===== src/rtl/uart_frame_pkg.sv =====
// uart_frame_pkg: shared types, error codes and default parameters for the
// UART byte-stream deframer (uart_frame_rx) and its payload FIFO.
package uart_frame_pkg;

   // Deframer states; ST_CHECK is only entered when the CHK byte is enabled.
   typedef enum logic [1:0] {
      ST_HUNT    = 2'd0,
      ST_LEN     = 2'd1,
      ST_PAYLOAD = 2'd2,
      ST_CHECK   = 2'd3
   } frame_state_t;

   // Reason codes reported on err_code for a dropped frame.
   localparam logic [1:0] ERR_LEN      = 2'd0;
   localparam logic [1:0] ERR_OVERFLOW = 2'd1;
   localparam logic [1:0] ERR_CHECKSUM = 2'd2;
   localparam logic [1:0] ERR_TIMEOUT  = 2'd3;

   // Default frame start byte and sizing.
   localparam logic [7:0]  SYNC_BYTE   = 8'hA5;
   localparam int          MAX_LEN_DEF = 16;
   localparam int          DEPTH_DEF   = 32;
   localparam logic [15:0] TIMEOUT_DEF = 16'd50000;

endpackage


===== src/rtl/frame_fifo.sv =====
// frame_fifo: DEPTH-entry FIFO of {last, data} words with a speculative write
// pointer. Writes advance wr_ptr; commit publishes everything written so far
// to the reader (commit_ptr); rollback rewinds wr_ptr to the last commit.
// The reader only ever sees entries below commit_ptr.
module frame_fifo #(
   parameter int DEPTH = 32
) (
   input  logic                     clk,
   input  logic                     nRst,
   input  logic                     wr_en_i,
   input  logic [7:0]               wr_data_i,
   input  logic                     wr_last_i,
   input  logic                     commit_i,
   input  logic                     rollback_i,
   input  logic                     rd_en_i,
   output logic                     rd_valid_o,
   output logic [7:0]               rd_data_o,
   output logic                     rd_last_o,
   output logic [$clog2(DEPTH):0]   free_o
);
   localparam int AW = $clog2(DEPTH);
   localparam int PW = AW + 1;
   localparam logic [PW-1:0] DEPTH_P = PW'(DEPTH);

   logic [8:0]    mem_q [DEPTH];
   logic [PW-1:0] wr_ptr_q, wr_ptr_d;
   logic [PW-1:0] commit_ptr_q, commit_ptr_d;
   logic [PW-1:0] rd_ptr_q, rd_ptr_d;
   logic          full;
   logic          wr_go;
   logic          rd_go;
   logic [8:0]    rd_word;

   // Full when pointers differ only in the wrap bit.
   assign full  = (wr_ptr_q[AW] != rd_ptr_q[AW]) &&
                  (wr_ptr_q[AW-1:0] == rd_ptr_q[AW-1:0]);
   assign wr_go = wr_en_i & ~full;
   assign rd_valid_o = (rd_ptr_q != commit_ptr_q);
   assign rd_go = rd_en_i & rd_valid_o;
   assign rd_word = mem_q[rd_ptr_q[AW-1:0]];
   assign rd_data_o = rd_valid_o ? rd_word[7:0] : 8'h00;
   assign rd_last_o = rd_valid_o & rd_word[8];
   // Occupancy counts uncommitted entries too, they hold real storage.
   assign free_o = DEPTH_P - (wr_ptr_q - rd_ptr_q);

   // Pointer next-state: a commit in the same cycle as a write includes it.
   always_comb begin
      wr_ptr_d     = wr_ptr_q;
      commit_ptr_d = commit_ptr_q;
      rd_ptr_d     = rd_ptr_q;
      if (rollback_i) begin
         wr_ptr_d = commit_ptr_q;
      end else if (wr_go) begin
         wr_ptr_d = wr_ptr_q + 1'b1;
      end
      if (commit_i) begin
         commit_ptr_d = wr_ptr_d;
      end
      if (rd_go) begin
         rd_ptr_d = rd_ptr_q + 1'b1;
      end
   end

   // Pointer registers; reset empties the FIFO including committed data.
   always_ff @(posedge clk) begin
      if (!nRst) begin
         wr_ptr_q     <= '0;
         commit_ptr_q <= '0;
         rd_ptr_q     <= '0;
      end else begin
         wr_ptr_q     <= wr_ptr_d;
         commit_ptr_q <= commit_ptr_d;
         rd_ptr_q     <= rd_ptr_d;
      end
   end

   // Storage array; contents are only meaningful below the pointers.
   always_ff @(posedge clk) begin
      if (wr_go) begin
         mem_q[wr_ptr_q[AW-1:0]] <= {wr_last_i, wr_data_i};
      end
   end

endmodule


===== src/rtl/uart_frame_rx.sv =====
// uart_frame_rx: deframes the UART byte stream. Hunts for SYNC, reads LEN,
// buffers LEN payload bytes speculatively and publishes them only once the
// frame is complete (and, with the CHK byte enabled, verified).
// Build option: define FRAME_CHECKSUM_EN to require a trailing CHK byte,
// CHK = (LEN + sum of payload) mod 256. Without it a frame commits on its
// last payload byte.
//
// Output handshake: a byte transfers on every clk edge where out_valid and
// out_ready are both high; out_valid never drops and out_data/out_last never
// change while out_valid is high and out_ready is low.
module uart_frame_rx
   import uart_frame_pkg::*;
#(
   parameter logic [7:0]  SYNC    = SYNC_BYTE,
   parameter int          MAX_LEN = MAX_LEN_DEF,
   parameter int          DEPTH   = DEPTH_DEF,
   parameter logic [15:0] TIMEOUT = TIMEOUT_DEF
) (
   input  logic         clk,
   input  logic         nRst,
   input  logic         rx_done,
   input  logic [7:0]   rx_data,
   output logic         out_valid,
   output logic [7:0]   out_data,
   output logic         out_last,
   input  logic         out_ready,
   output logic         frame_ok,
   output logic         frame_err,
   output logic [1:0]   err_code,
   output frame_state_t state_dbg
);
   localparam int FW = $clog2(DEPTH) + 1;
   localparam int CW = (FW > 9) ? FW : 9;
   localparam logic [7:0] MAX_LEN_B = 8'(MAX_LEN);

   frame_state_t  state_q, state_d;
   logic          rx_done_q;
   logic          byte_evt;
   logic [7:0]    remaining_q;
   logic [15:0]   tmo_q, tmo_d;
   logic          tmo_hit;
   logic          frame_ok_q, frame_err_q;
   logic [1:0]    err_code_q;
   logic [FW-1:0] free;
   logic          len_bad, no_room;
   logic          wr_en, commit, drop, load_len;
   logic [1:0]    drop_code;
`ifdef FRAME_CHECKSUM_EN
   logic [7:0]    sum_q;
`endif

   // A byte arrives on the rising edge of the receiver's done level.
   assign byte_evt = rx_done & ~rx_done_q;
   assign len_bad  = (rx_data == 8'd0) || (rx_data > MAX_LEN_B);
   assign no_room  = CW'(free) < CW'(rx_data);
   // A byte in the same cycle always wins over the timeout.
   assign tmo_hit  = (state_q != ST_HUNT) && !byte_evt && (tmo_q >= TIMEOUT);
   assign tmo_d    = (state_q == ST_HUNT || byte_evt) ? 16'd0 : tmo_q + 16'd1;

   // State register.
   always_ff @(posedge clk) begin
      if (!nRst) begin
         state_q <= ST_HUNT;
      end else begin
         state_q <= state_d;
      end
   end

   // Next-state logic; any drop returns to HUNT without re-examining the byte.
   always_comb begin
      state_d = state_q;
      case (state_q)
         ST_HUNT: begin
            if (byte_evt && rx_data == SYNC) state_d = ST_LEN;
         end
         ST_LEN: begin
            if (byte_evt) state_d = (len_bad || no_room) ? ST_HUNT : ST_PAYLOAD;
         end
         ST_PAYLOAD: begin
`ifdef FRAME_CHECKSUM_EN
            if (byte_evt && remaining_q == 8'd1) state_d = ST_CHECK;
`else
            if (byte_evt && remaining_q == 8'd1) state_d = ST_HUNT;
`endif
         end
         ST_CHECK: begin
            if (byte_evt) state_d = ST_HUNT;
         end
         default: state_d = ST_HUNT;
      endcase
      if (tmo_hit) state_d = ST_HUNT;
   end

   // Per-state actions: FIFO write, commit, drop with reason, length load.
   always_comb begin
      wr_en     = 1'b0;
      commit    = 1'b0;
      drop      = 1'b0;
      drop_code = ERR_LEN;
      load_len  = 1'b0;
      case (state_q)
         ST_LEN: begin
            if (byte_evt) begin
               if (len_bad) begin
                  drop      = 1'b1;
                  drop_code = ERR_LEN;
               end else if (no_room) begin
                  drop      = 1'b1;
                  drop_code = ERR_OVERFLOW;
               end else begin
                  load_len  = 1'b1;
               end
            end
         end
         ST_PAYLOAD: begin
            if (byte_evt) begin
               wr_en = 1'b1;
`ifndef FRAME_CHECKSUM_EN
               if (remaining_q == 8'd1) commit = 1'b1;
`endif
            end
         end
`ifdef FRAME_CHECKSUM_EN
         ST_CHECK: begin
            if (byte_evt) begin
               if (rx_data == sum_q) begin
                  commit    = 1'b1;
               end else begin
                  drop      = 1'b1;
                  drop_code = ERR_CHECKSUM;
               end
            end
         end
`endif
         default: ;
      endcase
      if (tmo_hit) begin
         drop      = 1'b1;
         drop_code = ERR_TIMEOUT;
      end
   end

   // Frame datapath: edge detect, byte countdown, timeout and status pulses.
   always_ff @(posedge clk) begin
      if (!nRst) begin
         rx_done_q   <= 1'b0;
         remaining_q <= 8'd0;
         tmo_q       <= 16'd0;
         frame_ok_q  <= 1'b0;
         frame_err_q <= 1'b0;
         err_code_q  <= ERR_LEN;
      end else begin
         rx_done_q   <= rx_done;
         tmo_q       <= tmo_d;
         frame_ok_q  <= commit;
         frame_err_q <= drop;
         if (load_len) begin
            remaining_q <= rx_data;
         end else if (wr_en) begin
            remaining_q <= remaining_q - 8'd1;
         end
         if (drop) begin
            err_code_q <= drop_code;
         end
      end
   end

`ifdef FRAME_CHECKSUM_EN
   // Running checksum seeded with LEN, accumulated over the payload.
   always_ff @(posedge clk) begin
      if (!nRst) begin
         sum_q <= 8'd0;
      end else if (load_len) begin
         sum_q <= rx_data;
      end else if (wr_en) begin
         sum_q <= sum_q + rx_data;
      end
   end
`endif

   frame_fifo #(
      .DEPTH (DEPTH)
   ) u_fifo (
      .clk        (clk),
      .nRst       (nRst),
      .wr_en_i    (wr_en),
      .wr_data_i  (rx_data),
      .wr_last_i  (remaining_q == 8'd1),
      .commit_i   (commit),
      .rollback_i (drop),
      .rd_en_i    (out_ready),
      .rd_valid_o (out_valid),
      .rd_data_o  (out_data),
      .rd_last_o  (out_last),
      .free_o     (free)
   );

   assign frame_ok  = frame_ok_q;
   assign frame_err = frame_err_q;
   assign err_code  = err_code_q;
   assign state_dbg = state_q;

endmodule


===== config.mk =====
export PLATFORM = sky130hd
export DESIGN_NAME = uart_frame_rx
export DESIGN_NICKNAME = d
export VERILOG_FILES = /design/src/rtl/uart_frame_pkg.sv /design/src/rtl/frame_fifo.sv /design/src/rtl/uart_frame_rx.sv
export SDC_FILE = /design/constraint.sdc
export NUM_CORES = 1
export LEC_CHECK = 0
export ABC_CLOCK_PERIOD_IN_PS = 4500
export BUFFER_PORTS_ARGS = -buffer_cell sky130_fd_sc_hd__buf_2
export CAP_MARGIN = 20
export CORE_MARGIN = 2
export CORE_UTILIZATION = 62
export CTS_CLUSTER_DIAMETER = 50
export DETAILED_ROUTE_END_ITERATION = 8
export GPL_TIMING_DRIVEN = 0
export PLACE_DENSITY = 0.79
export SYNTH_ARGS = -nofsm -noshare
export SYNTH_HDL_FRONTEND = slang
export SYNTH_SLANG_ARGS = --single-unit
export TNS_END_PERCENT = 30

===== constraint.sdc =====
create_clock -name clk -period 4.5 [get_ports clk]
set_clock_uncertainty 0.2 [all_clocks]
set_input_delay 0.9 -clock clk [delete_from_list [all_inputs] [get_ports clk]]
set_output_delay 0.9 -clock clk [all_outputs]
set_load 0.05 [all_outputs]

Word-level counts from Yosys, hierarchy flattened
Memory sizes are Yosys's and may differ from the RTL's. A register that Yosys moved wholly into a read port is not among the register bits.
Cells that the tools add are included.
{"block": "classes", "n_addsub": 6, "multipliers": 0, "div": 0, "order_cmp": 3, "n_eq_ne": 12, "shifts": 0, "n_mux": 34, "bitwise_logic": 7, "reduce_logical": 16}
{"cell": "8-bit 2-to-1 mux", "n": 3}
{"cell": "1-bit 2-to-1 mux", "n": 20}
{"cell": "16-bit by 1-bit adder with 16-bit output, second input constant", "n": 1}
{"cell": "16-bit greater-or-equal comparator, second input constant", "n": 1}
{"cell": "6-bit by 1-bit adder with 6-bit output, second input constant", "n": 2}
{"cell": "2-bit 2-to-1 mux", "n": 6}
{"cell": "6-bit 2-to-1 mux", "n": 2}
{"cell": "5-bit 2-to-1 mux", "n": 2}
{"cell": "8-bit by 1-bit equality test with 1-bit output, second input constant", "n": 1}
{"cell": "8-bit equality test, second input constant", "n": 1}
{"cell": "8-bit by 5-bit > comparator with 1-bit output, second input constant", "n": 1}
{"cell": "8-bit logical NOT", "n": 1}
{"cell": "6-bit by 8-bit < comparator with 1-bit output", "n": 1}
{"cell": "2-bit case mux with 4 select lines", "n": 1}
{"cell": "8-bit by 1-bit subtractor with 8-bit output, second input constant", "n": 1}
{"cell": "2-bit inequality test, second input constant", "n": 3}
{"cell": "6-bit inequality test", "n": 1}
{"cell": "6-bit subtractor", "n": 1}
{"cell": "6-bit subtractor, first input constant", "n": 1}
{"cell": "5-bit equality test", "n": 1}
{"cell": "1-bit logical AND", "n": 5}
{"cell": "1-bit bitwise AND", "n": 4}
{"cell": "2-bit equality test, second input constant", "n": 2}
{"cell": "4-bit AND reduction", "n": 1}
{"cell": "9 further kinds", "n": 15}
{"block": "word_totals", "reg_bits": 49, "latchBits": 0, "ram_bits": 288, "rom_bits": 0, "output_inout_bits": 16, "wordCells": 89, "mem_count": 1}
{"memory": "u_fifo.mem_q", "depth": 32, "word_bits": 9, "read_ports": 1, "rd_clocked_by_memory_dff": 1, "write_ports": 1, "line": "frame_fifo.sv:25", "source": "logic [8:0] mem_q [DEPTH];"}

Depth between registers and ports, before layout
{"block": "depth", "depth_word": 9, "mapped_depth": 15, "ltp_nobuf": 14}

By module
From an unflattened synthesis, not the netlist that was laid out.
{"block": "hier_totals", "hier_cells": 865, "area_unflattened_um2": 14310.0}
{"module": "frame_fifo", "instances": 1, "cells_each": 667, "area_per_inst_um2": 12658.4, "seq_area_each_um2": 9108.7}
{"module": "uart_frame_rx", "instances": 1, "cells_each": 198, "area_per_inst_um2": 1651.6, "seq_area_each_um2": 620.6}

Worst setup path after synthesis
No wires, ideal clock.
{"block": "synth_path", "kind": "flip-flop to flip-flop", "start": "reg u_fifo.wr_ptr_q[2]", "end": "reg u_fifo.wr_ptr_q[4]", "t_arrival_ns": 3.337, "path_slack_ns": 0.842, "stages_incl_launch_ff": 14, "n_path_buf": 1, "synth_period_minus_slack_ns": 3.658, "path_cell_list": "dfxtp_1 clkbuf_1 inv_1 ha_1 fa_1 a21o_1 a21oi_1 xnor2_1 ha_1 o21ai_1 a211oi_1 o21ai_1 a211o_1 mux2_2"}
{"block": "synth_between", "elab_chain_cells": 9}
{"element": "from (decl)", "line": "frame_fifo.sv:26", "source": "logic [PW-1:0] wr_ptr_q, wr_ptr_d;"}
{"element": "from (signal assigned)", "line": "frame_fifo.sv:71", "source": "wr_ptr_q <= wr_ptr_d;"}
{"element": "6-bit subtractor (2 in a row)", "line": "frame_fifo.sv:44", "source": "assign free_o = DEPTH_P - (wr_ptr_q - rd_ptr_q);"}
{"element": "6-bit by 8-bit < comparator with 1-bit output", "line": "uart_frame_rx.sv:55", "source": "assign no_room = CW'(free) < CW'(rx_data);"}
{"element": "1-bit 2-to-1 mux", "line": "uart_frame_rx.sv:107", "source": "end else if (no_room) begin"}
{"element": "1-bit 2-to-1 mux", "line": "uart_frame_rx.sv:104", "source": "if (len_bad) begin"}
{"element": "1-bit 2-to-1 mux", "line": "uart_frame_rx.sv:103", "source": "if (byte_evt) begin"}
{"element": "1-bit 2-to-1 mux", "line": "uart_frame_rx.sv:101", "source": "case (state_q)"}
{"element": "1-bit 2-to-1 mux", "line": "uart_frame_rx.sv:137", "source": "if (tmo_hit) begin"}
{"element": "6-bit 2-to-1 mux *", "line": "frame_fifo.sv:51", "source": "if (rollback_i) begin"}
Mark *: on every way between the ends. The rest lies on a longest branch, timed or not.
A chain may end at the register's enable or synchronous reset.

==> run_summary.xml <==
<?xml version="1.0" encoding="UTF-8"?>
<metrics>
  <group name="synth">
    <metric name="yosysWarningCount" unit="">0</metric>
    <metric name="synth.yosys.seq_area_share" unit="%">69.2</metric>
    <metric name="mappedNetlistArea" unit="mm^2">0.0141</metric>
    <metric name="postSynthAreaPerCell" unit="um^2">17.2</metric>
    <metric name="synthDominantCellAreaShare" unit="%">61.5</metric>
    <metric name="ys.flop_type" unit="">edfxtp_1</metric>
    <metric name="synth_edf_count" unit="">288</metric>
    <metric name="synth_largest_area_cell" unit="">edfxtp_1</metric>
    <metric name="postSynthNetCount" unit="">856</metric>
    <metric name="ys_async_sr_fraction" unit="%">0</metric>
    <metric name="post_synth_inst_count" unit="">820</metric>
    <metric name="yosys.cell_types.count" unit="">66</metric>
    <metric name="synth.ff_latch_count" unit="">342</metric>
    <metric name="synth.area.top_cells" unit="">edfxtp_1 61%, mux4_2 12%, dfxtp_1 7.7%, ha_1 2.0%, nor2_1 1.7%</metric>
  </group>
  <group name="grt">
    <metric name="track_usage" unit="%">26.1</metric>
    <metric name="antenna_found_initial" unit="">0</metric>
    <metric name="globalRouteOverflowTotal" unit="">0</metric>
    <metric name="maximum_number_of_pins_on_one_net_before_global_route_repair" unit="">37</metric>
    <metric name="grt_first_pass_wirelength" unit="mm">46.8</metric>
    <metric name="first_global_vias" unit="">8038</metric>
  </group>
  <group name="placed_design">
    <metric name="preCtsSetupSlack" unit="ns">0.330</metric>
    <metric name="place.port_buffers" unit="">27</metric>
    <metric name="place_hpwl" unit="mm">19.1</metric>
    <metric name="gp_routability_congestion" unit="">0.884</metric>
    <metric name="placed_instances" unit="">1132</metric>
  </group>
  <group name="clock_network">
    <metric name="cts_tree" unit="">done</metric>
    <metric name="ctsLongestPathBuffers" unit="">3</metric>
    <metric name="cts_resized" unit="">0</metric>
    <metric name="post-cts-setup-buffers" unit="">0</metric>
    <metric name="cts_buffers" unit="">37</metric>
    <metric name="sink_count_of_the_clock_tree" unit="">342</metric>
    <metric name="clockRootBuffer" unit="">clkbuf_16</metric>
    <metric name="cts.hold.buffers_added" unit="">0</metric>
    <metric name="ctsHtreeMaxLevel" unit="">2</metric>
    <metric name="clk_pin_slew_worst_paths" unit="ns">0.06</metric>
    <metric name="worstSkewPairLatency" unit="ns">0.51</metric>
  </group>
  <group name="floorplanning">
    <metric name="start_util" unit="%">62.7</metric>
    <metric name="num_io_pins" unit="">28</metric>
    <metric name="floorplan.core_area" unit="mm^2">0.0224</metric>
    <metric name="die_w" unit="um">155</metric>
    <metric name="design.die.area" unit="mm^2">0.0239</metric>
    <metric name="dieHeight" unit="um">155</metric>
    <metric name="floorplan.rows" unit="">55</metric>
  </group>
  <group name="final_layout">
    <metric name="area_growth" unit="%">12.3</metric>
    <metric name="final_cell_mix" unit="">288 x edfxtp_1, 72 x mux4_2, 64 x nor2_1</metric>
    <metric name="fin_nets" unit="">922</metric>
    <metric name="layout.cells.most_common" unit="">edfxtp_1</metric>
    <metric name="num_antenna_cells" unit="">0</metric>
    <metric name="ratio_of_cells_with_drive_above_1_in_the_final_layout" unit="%">20.9</metric>
    <metric name="non_filler_instance_count_after_layout" unit="">1199</metric>
  </group>
  <group name="outcome">
    <metric name="status" unit="">finished clean</metric>
  </group>
  <group name="worst_hold_path">
    <metric name="holdCritPathClass" unit="">reg2reg</metric>
  </group>
  <group name="timing">
    <metric name="layout_worst_path_cycle_share" unit="%">98.2</metric>
    <metric name="timing.final.hold_violations" unit="">0</metric>
    <metric name="timing.final.max_slew_violations" unit="">0</metric>
    <metric name="post-route-worst-setup-slack" unit="ns">0.0818</metric>
    <metric name="grt_setup_unrepaired" unit="">no</metric>
    <metric name="setup_violations" unit="">0</metric>
    <metric name="fmaxAchievable" unit="MHz">226</metric>
    <metric name="slew_limit_headroom" unit="%">25.1</metric>
    <metric name="finalCriticalPeriod" unit="ns">4.42</metric>
    <metric name="timing.setup.tns" unit="ns">0</metric>
    <metric name="worst_pin_slew" unit="ns">1.12</metric>
  </group>
  <group name="setup_path">
    <metric name="worstSetupPathType" unit="">reg2out</metric>
    <metric name="timing.rr.end" unit="">u_fifo.wr_ptr_q[4]$_SDFF_PN0_</metric>
    <metric name="worst_r2r_startpoint" unit="">u_fifo.wr_ptr_q[2]$_SDFF_PN0_</metric>
    <metric name="timing.critical_path.required" unit="ns">3.40</metric>
    <metric name="regToRegSetupSlack" unit="ns">0.21</metric>
    <metric name="critPathMaxFanout" unit="">10</metric>
    <metric name="r2r.worst_path.cells" unit="">13</metric>
    <metric name="cp-start-kind" unit="">flop</metric>
    <metric name="cp-endpoint" unit="">out_data[3]</metric>
    <metric name="timing.critical_path.to_type" unit="">output pin</metric>
    <metric name="cp_data_arrival_time" unit="ns">3.32</metric>
  </group>
  <group name="routing">
    <metric name="iteration_0_drc_count_of_the_detailed_router" unit="">817</metric>
    <metric name="viasPerCell" unit="">6.57</metric>
    <metric name="drt_pass1_iterations" unit="">5</metric>
    <metric name="drt_wl_total" unit="mm">30.1</metric>
    <metric name="drc" unit="">0</metric>
    <metric name="route.antenna.remaining_nets" unit="">0</metric>
    <metric name="wire_per_inst" unit="um">25.1</metric>
    <metric name="number_of_vias_after_detailed_routing" unit="">7877</metric>
  </group>
  <group name="power_and_ir_drop">
    <metric name="power_density" unit="mW/mm^2">414</metric>
    <metric name="static-leakage-power" unit="nW">5.15</metric>
    <metric name="finalPower" unit="W">0.00654</metric>
    <metric name="ir_worst_vdd" unit="mV">0.234</metric>
  </group>
  <group name="flow_run">
    <metric name="cap_violations" unit="">0</metric>
  </group>
</metrics>
==> layout make-up <==
type / count / area, um^2
Buffer: 37 / 210
Clock buffer: 46 / 1010
Clock inverter: 21 / 221
Fill cell: 1382 / 6640
Inverter: 24 / 90.1
Multi-Input combinational cell: 417 / 4040
Sequential cell: 342 / 9730
Tap cell: 285 / 357
Timing Repair Buffer: 27 / 135
==> per-stage QoR <==
stage / util [%] / instance area (um^2) / hold slack [ns]
3_5_place_dp: 64.9 / 14600 / 0.272
2_1_floorplan: - / 14100 / 0.232
6_report: 70.4 / 15800 / 0.282
4_1_cts: 70.4 / 15800 / 0.281
3_3_place_gp: 64.9 / 14600 / 0.257
5_1_grt: 70.4 / 15800 / 0.298
==> cell usage after synthesis (2+ instances only) <==
| master | count |
|---|---|
| nor3_1 | 10 |
| buf_4 | 3 |
| nand2_1 | 32 |
| and4_1 | 2 |
| nor4_2 | 2 |
| nand4_1 | 4 |
| xor2_1 | 16 |
| nor3b_2 | 2 |
| inv_1 | 22 |
| o211ai_1 | 3 |
| a22o_1 | 18 |
| a221oi_1 | 16 |
| or2_1 | 2 |
| nor2_1 | 64 |
| a211oi_1 | 6 |
| or3_1 | 2 |
| nor4b_1 | 2 |
| edfxtp_1 | 288 |
| mux2_2 | 2 |
| clkbuf_1 | 17 |
| mux2i_1 | 10 |
| nand3_1 | 18 |
| o31ai_1 | 2 |
| mux4_2 | 72 |
| a21o_1 | 2 |
| o21ai_1 | 2 |
| nor4_1 | 7 |
| nor2b_1 | 2 |
| xnor2_1 | 18 |
| o21ai_0 | 10 |
| nand2b_1 | 5 |
| a21oi_1 | 13 |
| and3_1 | 3 |
| a221oi_2 | 3 |
| o21a_1 | 3 |
| a31oi_1 | 5 |
| buf_1 | 4 |
| o22ai_1 | 9 |
| and2_1 | 5 |
| nor2_4 | 2 |
| dfxtp_1 | 54 |
| buf_2 | 6 |
| ha_1 | 23 |
| buf_6 | 7 |
==> where the power goes <==
| part | switching [W] | total [W] | internal (W) |
|---|---|---|---|
| logic | 0.0000726 | 0.0000925 | 0.0000199 |
| registers | 0.00000185 | 0.00343 | 0.00343 |
| clock network | 0.00119 | 0.00302 | 0.00183 |
==> logic make-up (layout without fill, tap and decap cells) <==
family	Yosys count	count (layout)	share of synthesized area, %
compound gates	106	106	5.85
simple gates	168	168	6.03
xor+xnor	34	34	2.12
buf+inv	61	155	2.13
mux	85	85	12.5
fa+ha+maj	24	24	2.19
flops	342	342	69.2
==> worst min-delay path by stage <==
stage	startpoint	end	slack, ns	depth (start not counted)
after floorplan	remaining_q[7]$_SDFFE_PN0P_	remaining_q[7]$_SDFFE_PN0P_	0.23	1
after global placement	remaining_q[7]$_SDFFE_PN0P_	remaining_q[7]$_SDFFE_PN0P_	0.26	1
after detailed placement	tmo_q[0]$_SDFF_PP0_	tmo_q[0]$_SDFF_PP0_	0.27	1
after CTS	remaining_q[7]$_SDFFE_PN0P_	remaining_q[7]$_SDFFE_PN0P_	0.28	1
after global routing	remaining_q[7]$_SDFFE_PN0P_	remaining_q[7]$_SDFFE_PN0P_	0.30	1
final	remaining_q[7]$_SDFFE_PN0P_	remaining_q[7]$_SDFFE_PN0P_	0.28	1
==> state kept, by name, indices dropped and copies added, names as in the netlist, named ones only <==
name and cells:
u_fifo.rd_ptr_q 6, remaining_q 8, u_fifo.commit_ptr_q 6, err_code 2
tmo_q 16, frame_err 1, u_fifo.wr_ptr_q 6, frame_ok 1
state_dbg 2, u_fifo.mem_q 288, rx_done_q 1
==> layer usage <==
metal	global-route usage, %	part of all wire (%)	vias up
li1	-	-	3400
met1	35.4	38	3939
met2	43.3	50	464
met3	4.96	9.0	74
met4	8.82	2.9	0
met5	0	0	-
==> critical path, stage by stage, from the launching register on <==
cell and delay [ns]:
dfxtp_1 0.30, buf_2 0.24, clkbuf_1 0.66, mux4_2 0.44, a22o_1 0.24, a221oi_1 0.47
o22ai_1 0.21, buf_2 0.26
Power figures use the tool's default switching activity.
